**config.mk**
```make
export PLATFORM = sky130hd
export DESIGN_NAME = forward_tracker
export DESIGN_NICKNAME = d
export VERILOG_FILES = /design/src/rtl/fwd_pkg.sv /design/src/rtl/fwd_class_decode.sv /design/src/rtl/forward_tracker.sv
export SDC_FILE = /design/constraint.sdc
export NUM_CORES = 1
export LEC_CHECK = 0
export ABC_CLOCK_PERIOD_IN_PS = 2300
export BUFFER_PORTS_ARGS = -buffer_cell sky130_fd_sc_hd__buf_2
export CELL_PAD_IN_SITES_DETAIL_PLACEMENT = 0
export CELL_PAD_IN_SITES_GLOBAL_PLACEMENT = 1
export CORE_MARGIN = 2
export CORE_UTILIZATION = 32
export DETAILED_ROUTE_END_ITERATION = 8
export PLACE_DENSITY_LB_ADDON = 0.05
export SYNTH_ARGS = -nofsm -noshare
export SYNTH_HDL_FRONTEND = slang
export SYNTH_SLANG_ARGS = --single-unit
```
**constraint.sdc**
```tcl
create_clock -name clk -period 2.3 [get_ports clk]
set_input_delay 0 -clock clk [delete_from_list [all_inputs] [get_ports clk]]
set_output_delay 0 -clock clk [all_outputs]
set_load 0.02 [all_outputs]
```
**src/rtl/fwd_pkg.sv**
```systemverilog
// Shared definitions for the operand forwarding tracker:
// opcodes, write classes and the per-stage entry layout.
package fwd_pkg;

  localparam logic [6:0] OPC_LUI    = 7'b0110111;
  localparam logic [6:0] OPC_AUIPC  = 7'b0010111;
  localparam logic [6:0] OPC_JAL    = 7'b1101111;
  localparam logic [6:0] OPC_JALR   = 7'b1100111;
  localparam logic [6:0] OPC_LOAD   = 7'b0000011;
  localparam logic [6:0] OPC_STORE  = 7'b0100011;
  localparam logic [6:0] OPC_OP_IMM = 7'b0010011;
  localparam logic [6:0] OPC_OP     = 7'b0110011;
  localparam logic [6:0] OPC_BRANCH = 7'b1100011;

  localparam int RD_W  = 5;
  localparam int CLS_W = 2;

  typedef enum logic [CLS_W-1:0] {
    CLS_NONE = 2'd0,
    CLS_MAIN = 2'd1,
    CLS_LOAD = 2'd2,
    CLS_LINK = 2'd3
  } cls_e;

  typedef struct packed {
    logic            valid;
    logic [RD_W-1:0] rd;
    cls_e            cls;
    logic            ready;
  } ent_meta_t;

endpackage

```
**src/rtl/fwd_class_decode.sv**
```systemverilog
// Maps an opcode to the class that selects which
// value the producer eventually writes back.
module fwd_class_decode
  import fwd_pkg::*;
(
  input  logic [6:0] opcode,
  output cls_e       cls
);

  logic is_main;
  logic is_link;
  logic is_load;

  assign is_main = (opcode == OPC_LUI) ||
                   (opcode == OPC_AUIPC) ||
                   (opcode == OPC_OP_IMM) ||
                   (opcode == OPC_OP);
  assign is_link = (opcode == OPC_JAL) ||
                   (opcode == OPC_JALR);
  assign is_load = (opcode == OPC_LOAD);

  // One-hot opcode groups to write class
  always_comb begin
    cls = CLS_NONE;
    unique case (1'b1)
      is_main: cls = CLS_MAIN;
      is_link: cls = CLS_LINK;
      is_load: cls = CLS_LOAD;
      default: cls = CLS_NONE;
    endcase
  end

endmodule

```
**src/rtl/forward_tracker.sv**
```systemverilog
// In-flight write tracker with youngest-first operand
// forwarding and load-use stall detection.
module forward_tracker
  import fwd_pkg::*;
#(
  parameter int XLEN       = 32,
  parameter int DEPTH      = 3,
  parameter int NUM_SRC    = 2,
  parameter int LOAD_STAGE = 1
) (
  input  logic                    clk,
  input  logic                    rst_n,
  input  logic                    issue_valid,
  input  logic [6:0]              issue_opcode,
  input  logic [4:0]              issue_rd,
  input  logic [XLEN-1:0]         issue_main,
  input  logic [XLEN-1:0]         issue_link,
  input  logic                    pipe_hold,
  input  logic                    kill,
  input  logic                    load_valid,
  input  logic [XLEN-1:0]         load_data,
  input  logic [NUM_SRC*5-1:0]    src_rs,
  output logic [NUM_SRC-1:0]      fwd_hit,
  output logic [NUM_SRC*XLEN-1:0] fwd_data,
  output logic                    stall
);

  ent_meta_t       meta_q [DEPTH];
  ent_meta_t       meta_d [DEPTH];
  ent_meta_t       pre_m  [DEPTH];
  logic [XLEN-1:0] data_q [DEPTH];
  logic [XLEN-1:0] data_d [DEPTH];
  logic [XLEN-1:0] pre_d  [DEPTH];

  cls_e            new_cls;
  ent_meta_t       new_meta;
  logic [XLEN-1:0] new_data;
  logic            fill;
  logic [NUM_SRC-1:0] pend;

  fwd_class_decode u_dec (
    .opcode (issue_opcode),
    .cls    (new_cls)
  );

  // Stage-0 candidate; non-writers and rd=x0 become bubbles
  always_comb begin
    new_meta = '0;
    new_data = '0;
    if (issue_valid && new_cls != CLS_NONE &&
        issue_rd != '0) begin
      new_meta.valid = 1'b1;
      new_meta.rd    = issue_rd;
      new_meta.cls   = new_cls;
      new_meta.ready = (new_cls != CLS_LOAD);
      if (new_cls == CLS_MAIN) new_data = issue_main;
      if (new_cls == CLS_LINK) new_data = issue_link;
    end
  end

  assign fill = load_valid &&
                meta_q[LOAD_STAGE].valid &&
                meta_q[LOAD_STAGE].cls == CLS_LOAD;

  // Apply kill and load fill in place, then shift or hold
  always_comb begin
    for (int k = 0; k < DEPTH; k++) begin
      pre_m[k] = meta_q[k];
      pre_d[k] = data_q[k];
    end
    pre_m[0].valid = meta_q[0].valid & ~kill;
    if (fill) begin
      pre_m[LOAD_STAGE].ready = 1'b1;
      pre_d[LOAD_STAGE]       = load_data;
    end
    for (int k = 0; k < DEPTH; k++) begin
      meta_d[k] = pre_m[k];
      data_d[k] = pre_d[k];
    end
    if (!pipe_hold) begin
      meta_d[0] = new_meta;
      data_d[0] = new_data;
      for (int k = 1; k < DEPTH; k++) begin
        meta_d[k] = pre_m[k-1];
        data_d[k] = pre_d[k-1];
      end
    end
  end

  // Stage registers
  always_ff @(posedge clk or negedge rst_n) begin
    if (!rst_n) begin
      for (int k = 0; k < DEPTH; k++) begin
        meta_q[k] <= '0;
        data_q[k] <= '0;
      end
    end else begin
      for (int k = 0; k < DEPTH; k++) begin
        meta_q[k] <= meta_d[k];
        data_q[k] <= data_d[k];
      end
    end
  end

  for (genvar i = 0; i < NUM_SRC; i++) begin : g_slot
    logic [4:0]      rs;
    logic            hit;
    logic            rdy;
    logic [XLEN-1:0] dat;

    assign rs = src_rs[5*i +: 5];

    // Oldest-first scan so the youngest match wins
    always_comb begin
      hit = 1'b0;
      rdy = 1'b0;
      dat = '0;
      for (int k = DEPTH - 1; k >= 0; k--) begin
        if (rs != '0 && meta_q[k].valid &&
            meta_q[k].rd == rs) begin
          hit = 1'b1;
          rdy = meta_q[k].ready;
          dat = data_q[k];
        end
      end
    end

    assign fwd_hit[i] = hit;
    assign fwd_data[XLEN*i +: XLEN] = rdy ? dat : '0;
    assign pend[i] = hit & ~rdy;
  end

  assign stall = |pend;

endmodule

```
Word level (Yosys, flattened, before mapping) --
Cells that the tools add are included.
Word-level totals: register bits after elaboration 123, latch bits 0, memory bits (writable) 0, ROM bits 0, input port bits 124, output and inout port bits 67, word-level logic and storage cells 92, memories 0
Operators by class: add/subtract/negate cells 0, multipliers 0, div/mod/pow operators 0, order comparisons 0, equal/unequal tests 17, shifts and indexed selects 0, mux-type cells 29, bitwise logic cells 6, reductions and logical operators 25
Operator list (count):
- $mux 32 | 12
- $mux 64 | 1
- $eq 5x5->1 | 6
- $mux 27 | 1
- $logic_and 1x1->1 | 16
- $reduce_bool 5->1 | 3
- $eq 7x5->1 const B | 2
- $eq 7x6->1 const B | 2
- $eq 7x7->1 const B | 2
- $mux 1 | 13
- $mux 9 | 1
- $eq 7x2->1 const B | 1
- $pmux 2 s3 | 1
- $eq 2x2->1 const B | 2
- $logic_or 1x1->1 | 4
- $and 1x1->1 | 3
- $not 1->1 | 3
- $eq 2x1->1 const B | 1
- $ne 2x2->1 const B | 1
- $reduce_bool 2->1 | 1
- $reduce_or 2->1 | 1

Longest topological paths before layout --
word-level depth 10, gate-level depth with buffers 7, mapped depth without buffers 6

Cells and area by module --
From an unflattened synthesis, not the netlist that was laid out.
Unflattened totals: cells, all modules 783, area total of the unflattened synthesis 7253.2 µm²
By module, submodules not included:
- forward_tracker | instances 1, cells each 776, area each 7201.9 µm²
- fwd_class_decode | instances 1, cells each 7, area each 51.3 µm²

Least setup slack after synthesis --
Ideal clock, no wire load.
path type flip-flop to output port, start point reg meta_q[4] (netlist bit), end point out fwd_data[62], arrival time 2229 ps, data required time 2300 ps, setup slack 71 ps, cell stages (with the launch flop) 6, path buffers 0, path through dfrtp_1 -> xor2_1 -> or3_1 -> or4_4 -> a31o_4 -> a311oi_1
Between the ends: cells in the longest elaborated chain, start to end 6, elaborated cells between the ends (all ways) 9, classes of those cells 1 x eq/ne; 7 x mux; 1 x reduce/logical
Ends and longest elaborated chain:
- start, declared | RTL line forward_tracker.sv:28 | ent_meta_t meta_q [DEPTH];
- start signal, assigned by index | RTL line forward_tracker.sv:99 | meta_q[k] <= meta_d[k];
- $eq 5x5->1 * | RTL line forward_tracker.sv:120 | meta_q[k].rd == rs) begin
- $logic_and 1x1->1 * | RTL line forward_tracker.sv:119 | if (rs != '0 && meta_q[k].valid &&
- $mux 32 or $mux 1 (tied branches) (3 in series) | RTL line forward_tracker.sv:119
- $mux 32 * | RTL line forward_tracker.sv:129 | assign fwd_data[XLEN*i +: XLEN] = rdy ? dat : '0;
- end, declared | RTL line forward_tracker.sv:24 | output logic [NUM_SRC*XLEN-1:0] fwd_data,
Mark *: on every way between the ends. The rest lies on a longest branch, timed or not.

Worst setup path in the final report --
start point reg meta_q[3] (netlist bit), end point out fwd_data[45]
Same word-level chain as after synthesis.

==> impl_metrics.csv <==
group,metric,value,unit
grt,grt_pass1_wl,39890,um
yosys,syn_avg_cell_area,9.320,sq um
floorplanning,initial_core_util,32.87,%
floorplanning,rows,53,
cts,cts_max_path_buffers,2,
layout,syn2layout_area_growth,62.16,%
floorplanning,fp.dieH,151.4,um
cts,cts_tree,"built",
layout,final_nets,1185,
pwr,vdd_ir_drop_max,0.4223,mV
sta,slew_headroom,44.06,%
hold_path,hold_class,"in -> reg",
route,ant_nets,0,
sta,fin_ws,-0.4276,ns
route,drc,0,
sta,final.min_clock_period,2.728,ns
setup_path,worstPathArrival,2.73,ns
cts,numCtsBuffers,17,
layout,drive_gt1_share,36.75,%
pwr,leakage,4.880,nW
setup_path,worst-path-max-fanout,5,
placed_design,pre_cts_slack,-0.01840,ns
grt,grt_overflow_total,0,
yosys,synth-main-ff-cell,"dfrtp_1",
pwr,power_density,490.1,mW/mm^2
setup_path,critPathKind,"reg -> out",
placed_design,post_dp_cell_area,0.008436,sq mm
floorplanning,core,0.02115,sq mm
sta,finalMaxSlewViolations,0,
floorplanning,die-area,0.02292,sq mm
cts,h-tree-depth,4,
sta,setup_viol,65,
cts,path_clk_slew,0.06,ns
cts,insertion_delay,0.41,ns
run,max_cap_viol_count,0,
sta,worst_slew_pin_slew,0.8391,ns
yosys,synth_seq_cells,121,
floorplanning,pin_count,191,
route,wl_per_cell,19.69,um
grt,grt_max_degree,68,
cts,cts_root_buffer,"clkbuf_16",
floorplanning,die-width,151.4,um
yosys,synthCells,746,
placed_design,portBuffers,190,
route,top_layer,"met4",
pwr,power.total,5.526,mW
route,vias,7086,
setup_path,cp-start-kind,"register",
route,met1_length,11520,um
setup_path,cp-end-kind,"output pin",
grt,grt_pass1_vias,7268,
sta,rsz0062_at_grt,"true",
grt,antenna_found_initial,1,
setup_path,required,2.30,ns
sta,hold_viol,0,
route,dr.pass1.iters,5,
yosys,synth-edff-count,0,
route,drt_iter0_drc,371,
yosys,syn_area,0.006953,sq mm
sta,skew,0.006925,ns
placed_design,hpwl,16690,um
route,viasPerCell,5.257,
route,wl_met2,13450,um
yosys,ys_async_sr_fraction,100.0,%
yosys,syn_nets,870,
sta,period_share,118.6,%
outcome,violations,"setup timing",
yosys,synth_seq_area_share,43.55,%
yosys,yosys_warnings,0,
setup_path,reg2regPathDepth,5,
route,wl_met3,1201,um
placed_design,gp_congestion,0.7890,
grt,track_usage,22.84,%
hold_path,hold_depth,4,
route,wl,26550,um
outcome,status,"complete, but fails checks",
sta,max_freq,366.6,MHz
layout,stdcell_area,0.01127,sq mm
layout,final_core_util,53.30,%
yosys,synth_cell_types,43,
cts,clock_sinks,121,
[per-layer routing]
| metal | track usage [%] | vias to the layer above |
|---|---|---|
| met5 | 0 | - |
| met1 | 28.85 | 3521 |
| met4 | 5.794 | 0 |
| li1 | - | 3339 |
| met2 | 41.02 | 199 |
| met3 | 3.102 | 27 |
[worst paths after layout]
path	end	startpoint	slack [ns]
worst min-delay path	meta_q[20]$_DFFE_PN0N_	issue_opcode[5]	0.07
min in group asynchronous	meta_q[14]$_DFFE_PN0N_	rst_n	0.22
max in group asynchronous	data_q[67]$_DFFE_PN0N_	rst_n	1.30
worst max-delay path	fwd_data[45]	meta_q[3]$_DFFE_PN0N_	-0.43
worst max register to register	data_q[6]$_DFFE_PN0N_	meta_q[17]$_DFFE_PN0N_	0.72
worst min register to register	meta_q[19]$_DFFE_PN0N_	meta_q[19]$_DFFE_PN0N_	0.48
[synthesized netlist by cell type, types with 5 or more instances]
| cell type | number | share of area, % |
|---|---|---|
| a22o_1 | 6 | 0.76 |
| xor2_1 | 6 | 0.76 |
| mux2i_1 | 63 | 9.1 |
| a22oi_1 | 32 | 3.5 |
| a221oi_1 | 32 | 4.0 |
| mux2_1 | 13 | 2.1 |
| buf_2 | 8 | 0.58 |
| xnor2_1 | 24 | 3.0 |
| inv_1 | 5 | 0.27 |
| o21ai_1 | 35 | 2.5 |
| nor2_1 | 133 | 7.2 |
| a21oi_1 | 66 | 4.8 |
| nor3_1 | 36 | 2.6 |
| dfrtp_1 | 121 | 44 |
| a211oi_2 | 30 | 5.4 |
| nand2_1 | 41 | 2.2 |
| clkbuf_1 | 48 | 2.6 |
[power breakdown]
part           total, mW  internal, mW  switching (mW)  leakage [nW]
clock               2.56          1.62           0.939         0.281
sequential          2.34          2.24           0.104          1.56
combinational      0.624         0.310           0.314          3.04
[critical path, stage by stage, from the launching register on]
cell      delay [ns]
dfrtp_1         0.40
xor2_1          0.16
or3_4           0.38
or4_4           0.43
a31o_4          0.26
buf_12          0.14
buf_12          0.14
a211oi_4        0.25
buf_6           0.15
[stage by stage]
step / cells / hold WS, ns / setup TNS [ns]
global placement: 1189 / 0.1353 / -0.0005380
detailed placement: 1189 / 0.1354 / -0.04705
CTS: 1339 / 0.05397 / -22.89
floorplan: 746 / -0.2956 / 0
global route: 1348 / 0.08468 / -25.57
finish: 1348 / 0.06510 / -20.70
[flip-flops by register name (all words and copies together), names as in the netlist]
| register | cells |
|---|---|
| meta_q | 25 |
| data_q | 96 |
[layout make-up]
class	instances	area, sq um
fillers	1928	9879
multi-input cells	555	4257
repair buffers	361	3063
flip-flops and latches	121	3030
clock buffers	20	456.7
well taps	275	344.1
clock inverters	10	102.6
inverters	5	18.77
diodes	1	2.502
[cells by family (layout without fill, tap and decap cells)]
| logic type | count (synthesis) | count (layout) | synth area share, % |
|---|---|---|---|
| other | 0 | 1 | 0 |
| buffers and inverters | 70 | 396 | 4.355 |
| flip-flops | 121 | 121 | 43.55 |
| XOR/XNOR | 30 | 30 | 3.779 |
| AND/OR/NAND/NOR | 236 | 236 | 14.76 |
| multiplexers | 76 | 76 | 11.18 |
| AO/OA/AOI/OAI | 213 | 213 | 22.39 |
[placed cells by master (no fill, tap or decap), drive strengths merged, types with 35 or more instances in the layout]
cell / count
buf: 253
nor2: 135
dfrtp: 121
dlygate4sd3: 105
a21oi: 66
mux2i: 63
nand2: 41
nor3: 37
o21ai: 35
[timing repair]
action,4_1_cts,5_1_grt
gates resized for setup,173,40
cloned,5,3
pin swaps,23,12
buffers inserted,10,6
hold endpoints to repair,158,0
hold buffers,105,0
setup endpoints to repair,65,67
Power figures use the tool's default switching activity.
